[config.mk]
export PLATFORM = sky130hd
export DESIGN_NAME = hazard_ctrl
export DESIGN_NICKNAME = d
export VERILOG_FILES = /design/src/rtl/core_pkg.sv /design/src/rtl/hazard_fwd_sel.sv /design/src/rtl/hazard_ctrl.sv
export SDC_FILE = /design/constraint.sdc
export NUM_CORES = 1
export LEC_CHECK = 0
export CAP_MARGIN = 15
export CORE_MARGIN = 8
export CORE_UTILIZATION = 45
export DETAILED_ROUTE_END_ITERATION = 10
export PLACE_DENSITY = 0.84
export SYNTH_ARGS = -nofsm -noshare
export SYNTH_HDL_FRONTEND = slang
export SYNTH_SLANG_ARGS = --single-unit
[constraint.sdc]
create_clock -name clk -period 2.89 [get_ports clk]
set_input_delay 0.578 -clock clk [delete_from_list [all_inputs] [get_ports clk]]
set_output_delay 0.578 -clock clk [all_outputs]
set_load 0.02 [all_outputs]
[src/rtl/core_pkg.sv]
// Shared encodings for the RV32I core: operand-forward selects, hazard FSM
// states and the register-file write-back source codes.
package core_pkg;

  localparam logic [1:0] FWD_RF  = 2'b00;
  localparam logic [1:0] FWD_EX  = 2'b01;
  localparam logic [1:0] FWD_MEM = 2'b10;
  localparam logic [1:0] FWD_WB  = 2'b11;

  typedef enum logic {
    ST_RUN   = 1'b0,
    ST_STALL = 1'b1
  } hz_state_t;

  // rf_wesl write-back source; DRAM marks a load whose data arrives late
  localparam logic [1:0] WESL_ALU  = 2'b00;
  localparam logic [1:0] WESL_DRAM = 2'b01;
  localparam logic [1:0] WESL_PC4  = 2'b10;
  localparam logic [1:0] WESL_IMM  = 2'b11;

  function automatic logic is_load(input logic [1:0] wesl);
    return wesl == WESL_DRAM;
  endfunction

endpackage

[src/rtl/hazard_fwd_sel.sv]
// Priority matcher choosing the operand source for one decode-stage register.
module hazard_fwd_sel
  import core_pkg::*;
(
  input  logic [4:0] rs,
  input  logic       re,
  input  logic [4:0] ex_wr,
  input  logic       ex_we,
  input  logic       ex_is_load,
  input  logic [4:0] mem_wr,
  input  logic       mem_we,
  input  logic [4:0] wb_wr,
  input  logic       wb_we,
  output logic [1:0] sel
);

  always_comb begin
    sel = FWD_RF;
    if (re && rs != 5'd0) begin
      // a load in EX has no data yet; the stall path covers it
      if (ex_we && ex_wr == rs)
        sel = ex_is_load ? FWD_RF : FWD_EX;
      else if (mem_we && mem_wr == rs)
        sel = FWD_MEM;
      else if (wb_we && wb_wr == rs)
        sel = FWD_WB;
    end
  end

endmodule

[src/rtl/hazard_ctrl.sv]
// Hazard/sequencing controller: operand forwarding, load-use bubbles,
// redirect flushes and saturating stall/flush performance counters.
module hazard_ctrl
  import core_pkg::*;
#(
  parameter int LOAD_STALL = 1,
  parameter int CNT_W      = 32
) (
  input  logic             clk,
  input  logic             rst,
  input  logic [4:0]       id_rs1,
  input  logic [4:0]       id_rs2,
  input  logic             id_re1,
  input  logic             id_re2,
  input  logic [4:0]       ex_wr,
  input  logic             ex_we,
  input  logic             ex_is_load,
  input  logic [4:0]       mem_wr,
  input  logic             mem_we,
  input  logic [4:0]       wb_wr,
  input  logic             wb_we,
  input  logic             ex_redirect,
  input  logic             perf_clr,
  output logic [1:0]       fwd_a,
  output logic [1:0]       fwd_b,
  output logic             pc_stall,
  output logic             ifid_stall,
  output logic             ifid_flush,
  output logic             idex_flush,
  output logic [CNT_W-1:0] stall_cnt,
  output logic [CNT_W-1:0] flush_cnt
);

  hz_state_t  state, state_nxt;
  logic [2:0] remain, remain_nxt;
  logic [1:0] sel_a, sel_b;
  logic       load_use, stall_inc, flush_inc;

  hazard_fwd_sel u_fwd_a (
    .rs(id_rs1), .re(id_re1),
    .ex_wr(ex_wr), .ex_we(ex_we), .ex_is_load(ex_is_load),
    .mem_wr(mem_wr), .mem_we(mem_we), .wb_wr(wb_wr), .wb_we(wb_we),
    .sel(sel_a)
  );

  hazard_fwd_sel u_fwd_b (
    .rs(id_rs2), .re(id_re2),
    .ex_wr(ex_wr), .ex_we(ex_we), .ex_is_load(ex_is_load),
    .mem_wr(mem_wr), .mem_we(mem_we), .wb_wr(wb_wr), .wb_we(wb_we),
    .sel(sel_b)
  );

  assign fwd_a = rst ? FWD_RF : sel_a;
  assign fwd_b = rst ? FWD_RF : sel_b;

  assign load_use = ex_is_load && ex_we && ex_wr != 5'd0 &&
                    ((id_re1 && id_rs1 == ex_wr) || (id_re2 && id_rs2 == ex_wr));

  function automatic logic [CNT_W-1:0] sat_inc(input logic [CNT_W-1:0] v);
    return (&v) ? v : v + 1'b1;
  endfunction

  always_comb begin
    pc_stall   = 1'b0;
    ifid_stall = 1'b0;
    ifid_flush = 1'b0;
    idex_flush = 1'b0;
    stall_inc  = 1'b0;
    flush_inc  = 1'b0;
    state_nxt  = state;
    remain_nxt = remain;
    // a redirect always wins, even over an in-progress load bubble
    if (ex_redirect) begin
      ifid_flush = 1'b1;
      idex_flush = 1'b1;
      flush_inc  = 1'b1;
      state_nxt  = ST_RUN;
      remain_nxt = 3'd0;
    end else if (state == ST_STALL) begin
      pc_stall   = 1'b1;
      ifid_stall = 1'b1;
      idex_flush = 1'b1;
      stall_inc  = 1'b1;
      remain_nxt = remain - 3'd1;
      if (remain == 3'd1) state_nxt = ST_RUN;
    end else if (load_use) begin
      pc_stall   = 1'b1;
      ifid_stall = 1'b1;
      idex_flush = 1'b1;
      stall_inc  = 1'b1;
      if (LOAD_STALL > 1) begin
        state_nxt  = ST_STALL;
        remain_nxt = 3'(LOAD_STALL - 1);
      end
    end
    if (rst) begin
      pc_stall   = 1'b0;
      ifid_stall = 1'b0;
      ifid_flush = 1'b0;
      idex_flush = 1'b0;
    end
  end

  always_ff @(posedge clk or posedge rst) begin
    if (rst) begin
      state     <= ST_RUN;
      remain    <= 3'd0;
      stall_cnt <= '0;
      flush_cnt <= '0;
    end else begin
      state  <= state_nxt;
      remain <= remain_nxt;
      if (perf_clr) begin
        stall_cnt <= '0;
        flush_cnt <= '0;
      end else begin
        if (stall_inc) stall_cnt <= sat_inc(stall_cnt);
        if (flush_inc) flush_cnt <= sat_inc(flush_cnt);
      end
    end
  end

endmodule

==> impl_metrics.tcl <==
set metrics [dict create \
    buffer_ports.inserted 106 \
    initial_antenna_violation_count 0 \
    fp.dieW_um 111 \
    p_per_cell_area_mw_per_mm2 359 \
    io-pin-count 107 \
    setup_slack_ns 0.0656 \
    initial_core_util_pct 46.6 \
    tritoncts_buffers 9 \
    drtIter0Drc 190 \
    arrival_ns 2.25 \
    routabilityCongestion 0.850 \
    worst_setup_path_startpoint "id_rs2[2]" \
    post-route-drc-count 0 \
    synth.yosys.seq_area_share_pct 41.7 \
    synthesis_stage_register_bit_count 68 \
    critical_path_class "primary input to primary output" \
    post_drt_via_cell_ratio 5.58 \
    worst_clock_skew_ns 0.0125 \
    synth_top_cell_by_area "sky130_fd_sc_hd__dfrtp_1" \
    vias 4004 \
    worst_r2r_startpoint "stall_cnt[6]" \
    finalSetupViolCount 0 \
    synth.avg_cell_area_um2 8.86 \
    clk-insertion-delay-late_ns 0.35 \
    maxClockFrequency_mhz 354 \
    total_leakage_power_uw 0.00241 \
    grt_use_total_pct 18.9 \
    hold_path.startpoint "remain[1]" \
    min_path_type "flip-flop to flip-flop" \
    cts.hold.buffers_added 0 \
    maxSlewHeadroom_pct 38.9 \
    grt_overflow_total 0 \
    finalCriticalPeriod_ns 2.82 \
    hold-worst-slack_ns 0.556 \
    report.final.hold_viol_count 0 \
    syn_inst 461 \
    drive_above_1_share_pct 14.1 \
    die_h_um 111 \
    post_synth_instance_area_mm2 0.00408 \
    antenna_violating_nets_post_route 0 \
    placeableCoreArea_mm2 0.00876 \
    clock_path_buffers 2 \
    count_of_flip_flops_with_a_built_in_enable_after_synthesis 0 \
    report.final.slew_viol_count 0 \
    global_route_wire_length_before_repair_mm 19.9 \
    fin_nets 643 \
    syn_nets 500 \
    grt_max_degree 69 \
    routed_wirelength_mm 11.9 \
    startpoint_type "primary input" \
    dp.final_hpwl_mm 8.83 \
    timing_worst_slew_pin_value_ns 0.917 \
    placed_cells_incl_taps 699 \
    antenna_cells_inserted 0 \
    area_growth_syn_to_layout_pct 41.5 \
    worst-path-max-fanout 3 \
    status "finished clean" \
    nFillCells 708 \
    grt_setup_unrepaired "false" \
    synth_area_leaders "sky130_fd_sc_hd__dfrtp_1, sky130_fd_sc_hd__xor2_1, sky130_fd_sc_hd__nor2_1" \
    clock_tree_from_tritoncts "done" \
    first_pass_iters 4 \
    final_cell_count_no_fill 717 \
    totalPowerFinal_uw 2080 \
    post_synth_num_cell_types 44 \
    synthDominantCellAreaShare_pct 41.7 \
    yosys_warnings 0 \
    ir_drop_mv 0.248 \
    dp_worst_setup_slack_ns -0.469 \
    rows 34 \
    clock_sink_count 68 \
    number_of_global_route_vias_before_repair 4076 \
    worstPathRequired_ns 2.31 \
    endpoint_kind "primary output" \
    count_of_h_tree_levels_built_during_cts 3 \
    cts.clk_slew.worst_paths_ns 0.07 \
    cap_violations 0 \
    cts_root_buffer "sky130_fd_sc_hd__clkbuf_8" \
    ys_async_sr_fraction_pct 100 \
    routed_wl_per_cell_um 16.6 \
    period_share_pct 97.7 \
    fp.dieArea_mm2 0.0124 \
    dominantRegCellSynth "sky130_fd_sc_hd__dfrtp_1" \
]
## Yosys cell counts (2+ instances only)
master and count:
sky130_fd_sc_hd__a211oi_1 2, sky130_fd_sc_hd__a21oi_1 27, sky130_fd_sc_hd__a31oi_1 2, sky130_fd_sc_hd__and2_1 4, sky130_fd_sc_hd__and3_1 13, sky130_fd_sc_hd__and4_1 5
sky130_fd_sc_hd__buf_4 2, sky130_fd_sc_hd__clkbuf_1 10, sky130_fd_sc_hd__dfrtp_1 68, sky130_fd_sc_hd__ha_1 4, sky130_fd_sc_hd__inv_1 14, sky130_fd_sc_hd__mux2_2 9
sky130_fd_sc_hd__nand2_1 31, sky130_fd_sc_hd__nand3_1 34, sky130_fd_sc_hd__nand4_1 22, sky130_fd_sc_hd__nor2_1 58, sky130_fd_sc_hd__nor2b_1 7, sky130_fd_sc_hd__nor3_1 8
sky130_fd_sc_hd__nor3b_1 2, sky130_fd_sc_hd__nor4_1 7, sky130_fd_sc_hd__o211ai_1 4, sky130_fd_sc_hd__o21ai_0 16, sky130_fd_sc_hd__o31ai_1 7, sky130_fd_sc_hd__or3_1 16
sky130_fd_sc_hd__or4_1 11, sky130_fd_sc_hd__xnor2_1 21, sky130_fd_sc_hd__xor2_1 40
## worst max-delay path, stage by stage
cell and delay, ns:
sky130_fd_sc_hd__clkdlybuf4s50_1 0.44, sky130_fd_sc_hd__buf_4 0.17, sky130_fd_sc_hd__xor2_1 0.16, sky130_fd_sc_hd__nor4_2 0.21, sky130_fd_sc_hd__buf_4 0.16, sky130_fd_sc_hd__a31oi_1 0.08, sky130_fd_sc_hd__nor3b_1 0.24, sky130_fd_sc_hd__buf_2 0.21
## per-stage QoR
stage               instance area (um2)  util (%)  setup TNS, ns
floorplan                          4090         -              0
global placement                   5500      62.7          -5.57
detailed placement                 5500      62.7          -5.60
CTS                                5700      65.1              0
global route                       5780      65.9              0
finish                             5780      65.9              0
## metal layers
metal	vias to the layer above	GRT usage, %	routed length, um
li1	1937	-	-
met1	1950	22.1	4980
met2	95	32.9	6190
met3	22	3.63	468
met4	0	7.73	289
met5	-	0	0
## state kept, by name, summed over array words and instances, names as in the netlist
register	flops
flush_cnt	32
remain	3
state	1
stall_cnt	32
## path summary, 6_finish.rpt
| check | slack (ns) | depth (start not counted) | endpoint |
|---|---|---|---|
| max in group asynchronous | 1.30 | 3 | flush_cnt[28] |
| worst min register to register | 0.56 | 2 | remain[1] |
| worst max-delay path | 0.07 | 8 | fwd_b[1] |
| worst max register to register | 0.60 | 6 | stall_cnt[26] |
| min in group asynchronous | 0.99 | 3 | flush_cnt[6] |
| worst min-delay path | 0.56 | 2 | remain[1] |
## layout make-up
| type | instances | area (um2) | area share (%) |
|---|---|---|---|
| sequential | 68 | 1700 | 29.4 |
| inverter | 14 | 56.3 | 0.974 |
| multi-input combinational | 364 | 2310 | 39.9 |
| clock buffer | 9 | 124 | 2.14 |
| tap | 108 | 135 | 2.34 |
| clock inverter | 7 | 98.8 | 1.71 |
| timing repair buffer | 147 | 1360 | 23.5 |
## report_power, final
part	total (uW)	internal [uW]	leakage, uW	switching, uW
Combinational	226	109	0.00135	117
Sequential	958	953	0.000949	4.26
Clock	894	492	0.000110	402
## cell families after synthesis
group / Yosys count / share of synthesized area, %
compound gates: 65 / 9.31
xor+xnor: 61 / 13.1
fa+ha+maj: 4 / 1.23
buf+inv: 29 / 3.06
flops: 68 / 41.7
mux: 10 / 2.73
simple gates: 224 / 28.9
## cell usage in the layout (no fill, tap or decap), types with 5 or more instances in the layout
cell                              netlist  routed
sky130_fd_sc_hd__xor2_1                40      40
sky130_fd_sc_hd__xnor2_1               21      18
sky130_fd_sc_hd__nor4_1                 7       5
sky130_fd_sc_hd__or3_1                 16      16
sky130_fd_sc_hd__clkdlybuf4s50_1        0      87
sky130_fd_sc_hd__and4_1                 5       5
sky130_fd_sc_hd__dfrtp_1               68      68
sky130_fd_sc_hd__nand4_1               22      22
sky130_fd_sc_hd__buf_4                  2      46
sky130_fd_sc_hd__nand3_1               34      33
sky130_fd_sc_hd__nor2b_1                7       7
sky130_fd_sc_hd__inv_1                 14      13
sky130_fd_sc_hd__o31ai_1                7       7
sky130_fd_sc_hd__nor2_1                58      58
sky130_fd_sc_hd__o21ai_0               16      16
sky130_fd_sc_hd__dlymetal6s2s_1         0       8
sky130_fd_sc_hd__or4_1                 11      11
sky130_fd_sc_hd__a21oi_1               27      26
sky130_fd_sc_hd__mux2_2                 9       9
sky130_fd_sc_hd__nor3_1                 8       7
sky130_fd_sc_hd__nand2_1               31      31
sky130_fd_sc_hd__and3_1                13      13
sky130_fd_sc_hd__clkbuf_8               0       9
## timing repair
action	4_1_cts	5_1_grt
pin swaps	5	10
buffers inserted	2	0
resized for setup	36	20
endpoints found under the setup margin	7	7
Note: power is estimated with default switching activity, not from simulation.
